**config.mk**
```make
export PLATFORM = sky130hd
export DESIGN_NAME = store_queue_fwd
export DESIGN_NICKNAME = d
export VERILOG_FILES = /design/src/rtl/store_queue_fwd.sv
export SDC_FILE = /design/constraint.sdc
export NUM_CORES = 2
export LEC_CHECK = 0
export BUFFER_PORTS_ARGS = -buffer_cell sky130_fd_sc_hd__buf_2
export CORE_UTILIZATION = 25
export CTS_BUF_LIST = sky130_fd_sc_hd__clkbuf_8
export CTS_CLUSTER_SIZE = 40
export DETAILED_ROUTE_END_ITERATION = 10
export HOLD_SLACK_MARGIN = 0.12
export SYNTH_ARGS = -nofsm -noshare
export SYNTH_HDL_FRONTEND = slang
export SYNTH_SLANG_ARGS = --single-unit
```
**constraint.sdc**
```tcl
create_clock -name clk_i -period 7.5 [get_ports clk_i]
set_clock_uncertainty 0.2 [all_clocks]
set_input_delay 1.125 -clock clk_i [delete_from_list [all_inputs] [get_ports clk_i]]
set_output_delay 1.125 -clock clk_i [all_outputs]
set_load 0.05 [all_outputs]
```
**src/rtl/store_queue_fwd.sv**
```systemverilog
// store_queue_fwd: circular store queue draining to the dcache, with byte-wise load forwarding
module store_queue_fwd #(
    parameter int SQ_SZ = 8,
    parameter int PTR_W = $clog2(SQ_SZ) + 1
) (
    input  logic             clk_i,
    input  logic             rst_ni,
    input  logic             sq_alloc_valid_i,
    output logic             sq_full_o,
    output logic [PTR_W-1:0] sq_alloc_tail_o,
    input  logic             st_exec_valid_i,
    input  logic [PTR_W-1:0] st_exec_idx_i,
    input  logic [31:0]      st_exec_addr_i,
    input  logic [31:0]      st_exec_data_i,
    input  logic [1:0]       st_exec_size_i,
    input  logic             st_retire_valid_i,
    input  logic             b_mm_mispred_i,
    input  logic [PTR_W-1:0] sq_restore_tail_i,
    output logic             st_cache_req_valid_o,
    output logic [31:0]      st_cache_addr_o,
    output logic [31:0]      st_cache_data_o,
    output logic [3:0]       st_cache_mask_o,
    input  logic             st_cache_gnt_i,
    input  logic [PTR_W-1:0] load_sq_tail_i,
    input  logic [31:0]      load_req_addr_i,
    output logic [31:0]      sq_load_data_o,
    output logic [3:0]       sq_data_mask_o,
    output logic             sq_load_stall_o
);
    localparam int IDX_W = PTR_W - 1;
    typedef enum logic [1:0] {EMPTY, ALLOC, EXEC, COMMIT} st_e;
    st_e              st_q [SQ_SZ];
    st_e              st_d [SQ_SZ];
    logic [29:0]      addr_q [SQ_SZ];
    logic [29:0]      addr_d [SQ_SZ];
    logic [31:0]      data_q [SQ_SZ];
    logic [31:0]      data_d [SQ_SZ];
    logic [3:0]       mask_q [SQ_SZ];
    logic [3:0]       mask_d [SQ_SZ];
    logic [PTR_W-1:0] head_q, head_d, commit_q, commit_d, tail_q, tail_d;
    logic [IDX_W-1:0] head_idx, commit_idx, tail_idx, exec_idx, restore_idx, slot;
    logic [PTR_W-1:0] squash_n, load_n;
    logic [SQ_SZ-1:0] squash;
    logic [3:0]       exec_mask;
    logic [31:0]      exec_data;
    logic             req, exec_ok, unused;
    assign head_idx    = head_q[IDX_W-1:0];
    assign commit_idx  = commit_q[IDX_W-1:0];
    assign tail_idx    = tail_q[IDX_W-1:0];
    assign exec_idx    = st_exec_idx_i[IDX_W-1:0];
    assign restore_idx = sq_restore_tail_i[IDX_W-1:0];
    assign squash_n    = tail_q - sq_restore_tail_i;
    assign load_n      = load_sq_tail_i - head_q;
    assign unused      = ^{load_req_addr_i[1:0], st_exec_idx_i[PTR_W-1]};
    assign sq_full_o       = (tail_q - head_q) == PTR_W'(SQ_SZ);
    assign sq_alloc_tail_o = tail_q;
    assign req                  = st_q[head_idx] == COMMIT;
    assign st_cache_req_valid_o = req;
    assign st_cache_addr_o      = req ? {addr_q[head_idx], 2'b00} : '0;
    assign st_cache_data_o      = req ? data_q[head_idx] : '0;
    assign st_cache_mask_o      = req ? mask_q[head_idx] : '0;
    assign exec_mask = st_exec_size_i == 2'd0 ? 4'b0001 << st_exec_addr_i[1:0] :
                       st_exec_size_i == 2'd1 ? 4'b0011 << st_exec_addr_i[1:0] : 4'hF;
    assign exec_data = st_exec_data_i << {st_exec_addr_i[1:0], 3'b000};
    // Slots in [restore, old tail) measured as distance from the restore point
    always_comb begin
        squash = '0;
        for (int i = 0; i < SQ_SZ; i++)
            squash[i] = {1'b0, IDX_W'(IDX_W'(i) - restore_idx)} < squash_n;
    end
    assign exec_ok = st_exec_valid_i && !(b_mm_mispred_i && squash[exec_idx]);
    always_comb begin
        st_d     = st_q;
        addr_d   = addr_q;
        data_d   = data_q;
        mask_d   = mask_q;
        head_d   = head_q;
        commit_d = commit_q;
        tail_d   = tail_q;
        if (exec_ok) begin
            st_d[exec_idx]   = EXEC;
            addr_d[exec_idx] = st_exec_addr_i[31:2];
            data_d[exec_idx] = exec_data;
            mask_d[exec_idx] = exec_mask;
        end
        if (st_retire_valid_i && st_q[commit_idx] == EXEC) begin
            st_d[commit_idx] = COMMIT;
            commit_d         = commit_q + 1'b1;
        end
        if (req && st_cache_gnt_i) begin
            st_d[head_idx] = EMPTY;
            head_d         = head_q + 1'b1;
        end
        if (b_mm_mispred_i) begin
            tail_d = sq_restore_tail_i;
            for (int i = 0; i < SQ_SZ; i++)
                if (squash[i]) st_d[i] = EMPTY;
        end else if (sq_alloc_valid_i && !sq_full_o) begin
            st_d[tail_idx] = ALLOC;
            tail_d         = tail_q + 1'b1;
        end
    end
    always_ff @(posedge clk_i or negedge rst_ni) begin
        if (!rst_ni) begin
            head_q   <= '0;
            commit_q <= '0;
            tail_q   <= '0;
            for (int i = 0; i < SQ_SZ; i++) begin
                st_q[i]   <= EMPTY;
                addr_q[i] <= '0;
                data_q[i] <= '0;
                mask_q[i] <= '0;
            end
        end else begin
            head_q   <= head_d;
            commit_q <= commit_d;
            tail_q   <= tail_d;
            st_q     <= st_d;
            addr_q   <= addr_d;
            data_q   <= data_d;
            mask_q   <= mask_d;
        end
    end
    // Walk candidates oldest to youngest so the youngest matching store wins each lane
    always_comb begin
        sq_load_data_o  = '0;
        sq_data_mask_o  = '0;
        sq_load_stall_o = 1'b0;
        slot            = '0;
        for (int k = 0; k < SQ_SZ; k++) begin
            slot = head_idx + IDX_W'(k);
            if (PTR_W'(k) < load_n) begin
                if (st_q[slot] == ALLOC) sq_load_stall_o = 1'b1;
                if ((st_q[slot] == EXEC || st_q[slot] == COMMIT) && addr_q[slot] == load_req_addr_i[31:2])
                    for (int b = 0; b < 4; b++)
                        if (mask_q[slot][b]) begin
                            sq_load_data_o[8*b +: 8] = data_q[slot][8*b +: 8];
                            sq_data_mask_o[b]        = 1'b1;
                        end
            end
        end
    end
endmodule

```
==> results.md <==
* Area of the core at 195600 µm²
* DR WL/cell at 27.22 µm
* Port Buffers at 222
* Share of layout cells above drive strength 1 at 0.2908
* Final hold vios at 0
* Synth Area in XOR/XNOR at 0.04082
* Failing checks: setup timing
* Via-to-Cell Ratio at 5.669
* Slew @ Worst Pin at 1.228 ns
* Data required, critical path at 6.17 ns
* EDFF count, synth at 0
* Pin count of the biggest net entering global routing at roughly 150
* Routed Antenna Nets at 0
* Final cell area excluding filler cells at 56810 µm²
* TritonCTS Sinks at around 560
* Synth Cell Area at 49350 µm²
* Number of DRC markers in iteration 0 at just over 5000
* Ys flop type: dfrtp_1
* Avg Inst Size Synth at about 10 µm²
* Pwr dens at between 300 and 400 nW/µm²
* Final worst slack at -0.08750 ns
* Startpoint Class: register
* Height of the chip at 446.3 µm
* Std-Cell Rows at between 150 and 200
* Crit-path cells: inv_2, ha_4, buf_12, mux4_2, xnor2_1, nand4_1, nor4_1, o2111ai_1, a2111oi_1, buf_4, or4b_2, buf_4, o2111a_1, a221oi_1, o22ai_2, buf_2
* Number of global-route vias before repair at between 40000 and 50000
* Post-placement setup slack at 0.4162 ns
* Area share of the largest cell type after synthesis at 0.2814
* Nets at 5222
* Most used cell, CP: buf_4
* Final setup fails at 3
* Initial antenna violation count at 49
* Compound-Gate Fraction of Synth Area at 0.1286
* Global Route Usage Sum at 0.2071
* Worst setup path class: reg2out
* Most frequent cells in the layout: nand2_1 (815), dfrtp_1 (552), mux4_2 (438)
* Drt drc at 0
* Synth Area in Simple Gates at 0.1307
* Min Hold Slack at 0.3233 ns
* Critical Path End Type: primary output
* Min Clock Period, post-route at 7.588 ns
* CP arrival at 6.26 ns
* Largest area contributor in the netlist: dfrtp_1
* DR vias at 44120
* CP Max Fanout at 15
* VDD IR max at 208.4 µV
* Multiplexer area fraction after synthesis at 0.3615
* Dpl hpwl at 154.0 mm
* Placer Congestion at ~1.0
* Starting Density at 0.2523
* Worst-path clk slew at 0.07 ns
* DR pass1 iterations at 7
* Post-Syn Instances at roughly 5000
* Syn. warnings at 0
* Drt total wl at 211.9 mm
* Outcome: complete, but fails checks
* Leakage at 21.69 nW
* First-pass GRT wire length at between 300 and 400 mm
* Top-level I/O count at 228
* GRT Residual Overflow at 0
* CP peak stage delay at roughly 0.64 ns
* Num CTS Buffers at 92
* Die width at between 400 and 500 µm
* Upper clock frequency limit at approximately 0.13 GHz
* Max Transition Viols Final at 0
* TritonCTS clock tree: done
* Rel. slew slack at 0.1814
* Register area share after synthesis at 0.2814
* Area delta synth->final at 15.11%
* Main combinational cell family by area after synthesis: multiplexers
* FFs w/ async S/R, synth at 1.000
* Clk_lat worst skew at 0.83 ns
* RSZ-0062 raised after global routing: no
* Post-placement cell area at 54250 µm²
* Worst Hold Class: reg2reg
* Setup_tns at -0.1482 ns
* Yosys cell types at 92
* Slowest cell on crit path: or4b_2
* Yosys reg bits at roughly 560
* Max cap viols at 0
* Synth area leaders: dfrtp_1 (28%), mux4_2 (20%), mux2i_1 (8.5%)
* Final Cycle Share at 1.012
* Most common cell after layout, fill and taps aside: nand2_1
* Post-Synth Adder-Cell Area at 0.009329
* CTS Buffer Depth at 3
* Clock Tree Root: clkbuf_8
* # H-tree levels at 3
* Die area at 199200 µm²
[critical path, delay by kind of cell, from the launching register on]
kind                     cells  cell delay [ns]
AO/OA/AOI/OAI                5             1.27
XOR/XNOR                     1             0.39
adder cells (fa/ha/maj)      1             0.40
buffers and inverters        5             1.01
flip-flops                   1             0.50
multiplexers                 1             0.53
AND/OR/NAND/NOR              3             1.30
[logic make-up (layout without fill, tap and decap cells)]
kind of cell	after synthesis	count (layout)
muxes	1193	1193
xor gates and xnor gates	230	230
adders and majority gates	35	35
AOI/OAI and AO/OA	1018	1018
and+or+nand+nor	1426	1426
DFF	555	555
other	1	20
buffers and inverters	505	682
[final cells by class]
cell class	count	area (µm²)
Fill cell	20340	138800
Timing Repair Buffer	457	3558
Antenna cell	18	45.04
Clock inverter	49	481.7
Clock buffer	116	1597
Tap cell	2624	3283
Multi-Input combinational cell	3904	33710
Sequential cell	555	13900
Inverter	60	232.7
[through the flow]
| stage | util | std cells | power (mW) |
|---|---|---|---|
| floorplan | - | 4964 | 13.69 |
| global placement | 0.2773 | 7575 | 17.31 |
| detailed placement | 0.2773 | 7575 | 17.53 |
| CTS | 0.2894 | 7752 | 20.84 |
| global route | 0.2903 | 7773 | 22.05 |
| finish | 0.2905 | 7783 | 21.09 |
[Yosys cell counts, drive strengths merged (11+ instances only)]
cell type and n:
a211oi 23, a21o 14, a21oi 183, a221oi 15, a22o 14, a22oi 74, a311oi 13, a31oi 28
and2 25, and3 26, buf 229, clkbuf 216, dfrtp 555, ha 32, inv 53, mux2 336
mux2i 419, mux4 438, nand2 816, nand2b 24, nand3 85, nand3b 20, nand4 39, nor2 191
nor2b 25, nor3 33, nor3b 21, nor4 36, o2111ai 18, o211ai 36, o21ai 414, o221ai 25
o22ai 51, o31ai 14, or2 11, or3 26, or4 14, xnor2 189, xor2 41
[registers in the layout, summed over array words and instances (netlist names)]
name,cells
data_q,256
addr_q,240
mask_q,32
st_q,16
head_q,4
sq_alloc_tail_o,4
commit_q,3
[metal layers]
layer | global-route usage | share of wire | vias to the layer above | routed length, µm
met5 | 0 | 0.00078 | - | 165
met4 | 0.07598 | 0.043 | 26 | 9073
met3 | 0.03923 | 0.088 | 445 | 18680
met2 | 0.3336 | 0.46 | 2366 | 97750
met1 | 0.2745 | 0.41 | 22350 | 86220
li1 | - | - | 18930 | -
[path summary, 6_finish.rpt]
kind                                                 from                 endpoint  slack, ns  depth (start not counted)
hold / removal                    data_q[129]$_DFFE_PN0P_  data_q[129]$_DFFE_PN0P_       0.32                          2
setup reg to reg           sq_alloc_tail_o[0]$_DFFE_PN0P_   addr_q[80]$_DFFE_PN0P_       2.48                         12
min in group asynchronous                          rst_ni  data_q[168]$_DFFE_PN0P_       0.68                          2
setup / recovery                    head_q[0]$_DFFE_PN0P_       sq_load_data_o[18]      -0.09                         16
hold reg to reg                   data_q[129]$_DFFE_PN0P_  data_q[129]$_DFFE_PN0P_       0.32                          2
max in group asynchronous                          rst_ni  addr_q[200]$_DFFE_PN0P_       4.98                          3
[report_power, final]
group          switching (mW)  leakage [nW]  internal, mW
combinational            7.16          13.5          5.66
clock                    1.43          1.16          1.71
sequential               1.26          7.03          3.88
[what timing repair did]
item	in CTS	in global routing
hold endpoints to repair	35	0
resized for setup	21	10
hold buffers	1	0
setup buffers	10	12
endpoints found under the setup margin	33	27
cloned	1	1
pin swaps	3	0
Note: power is estimated with default switching activity, not from simulation.
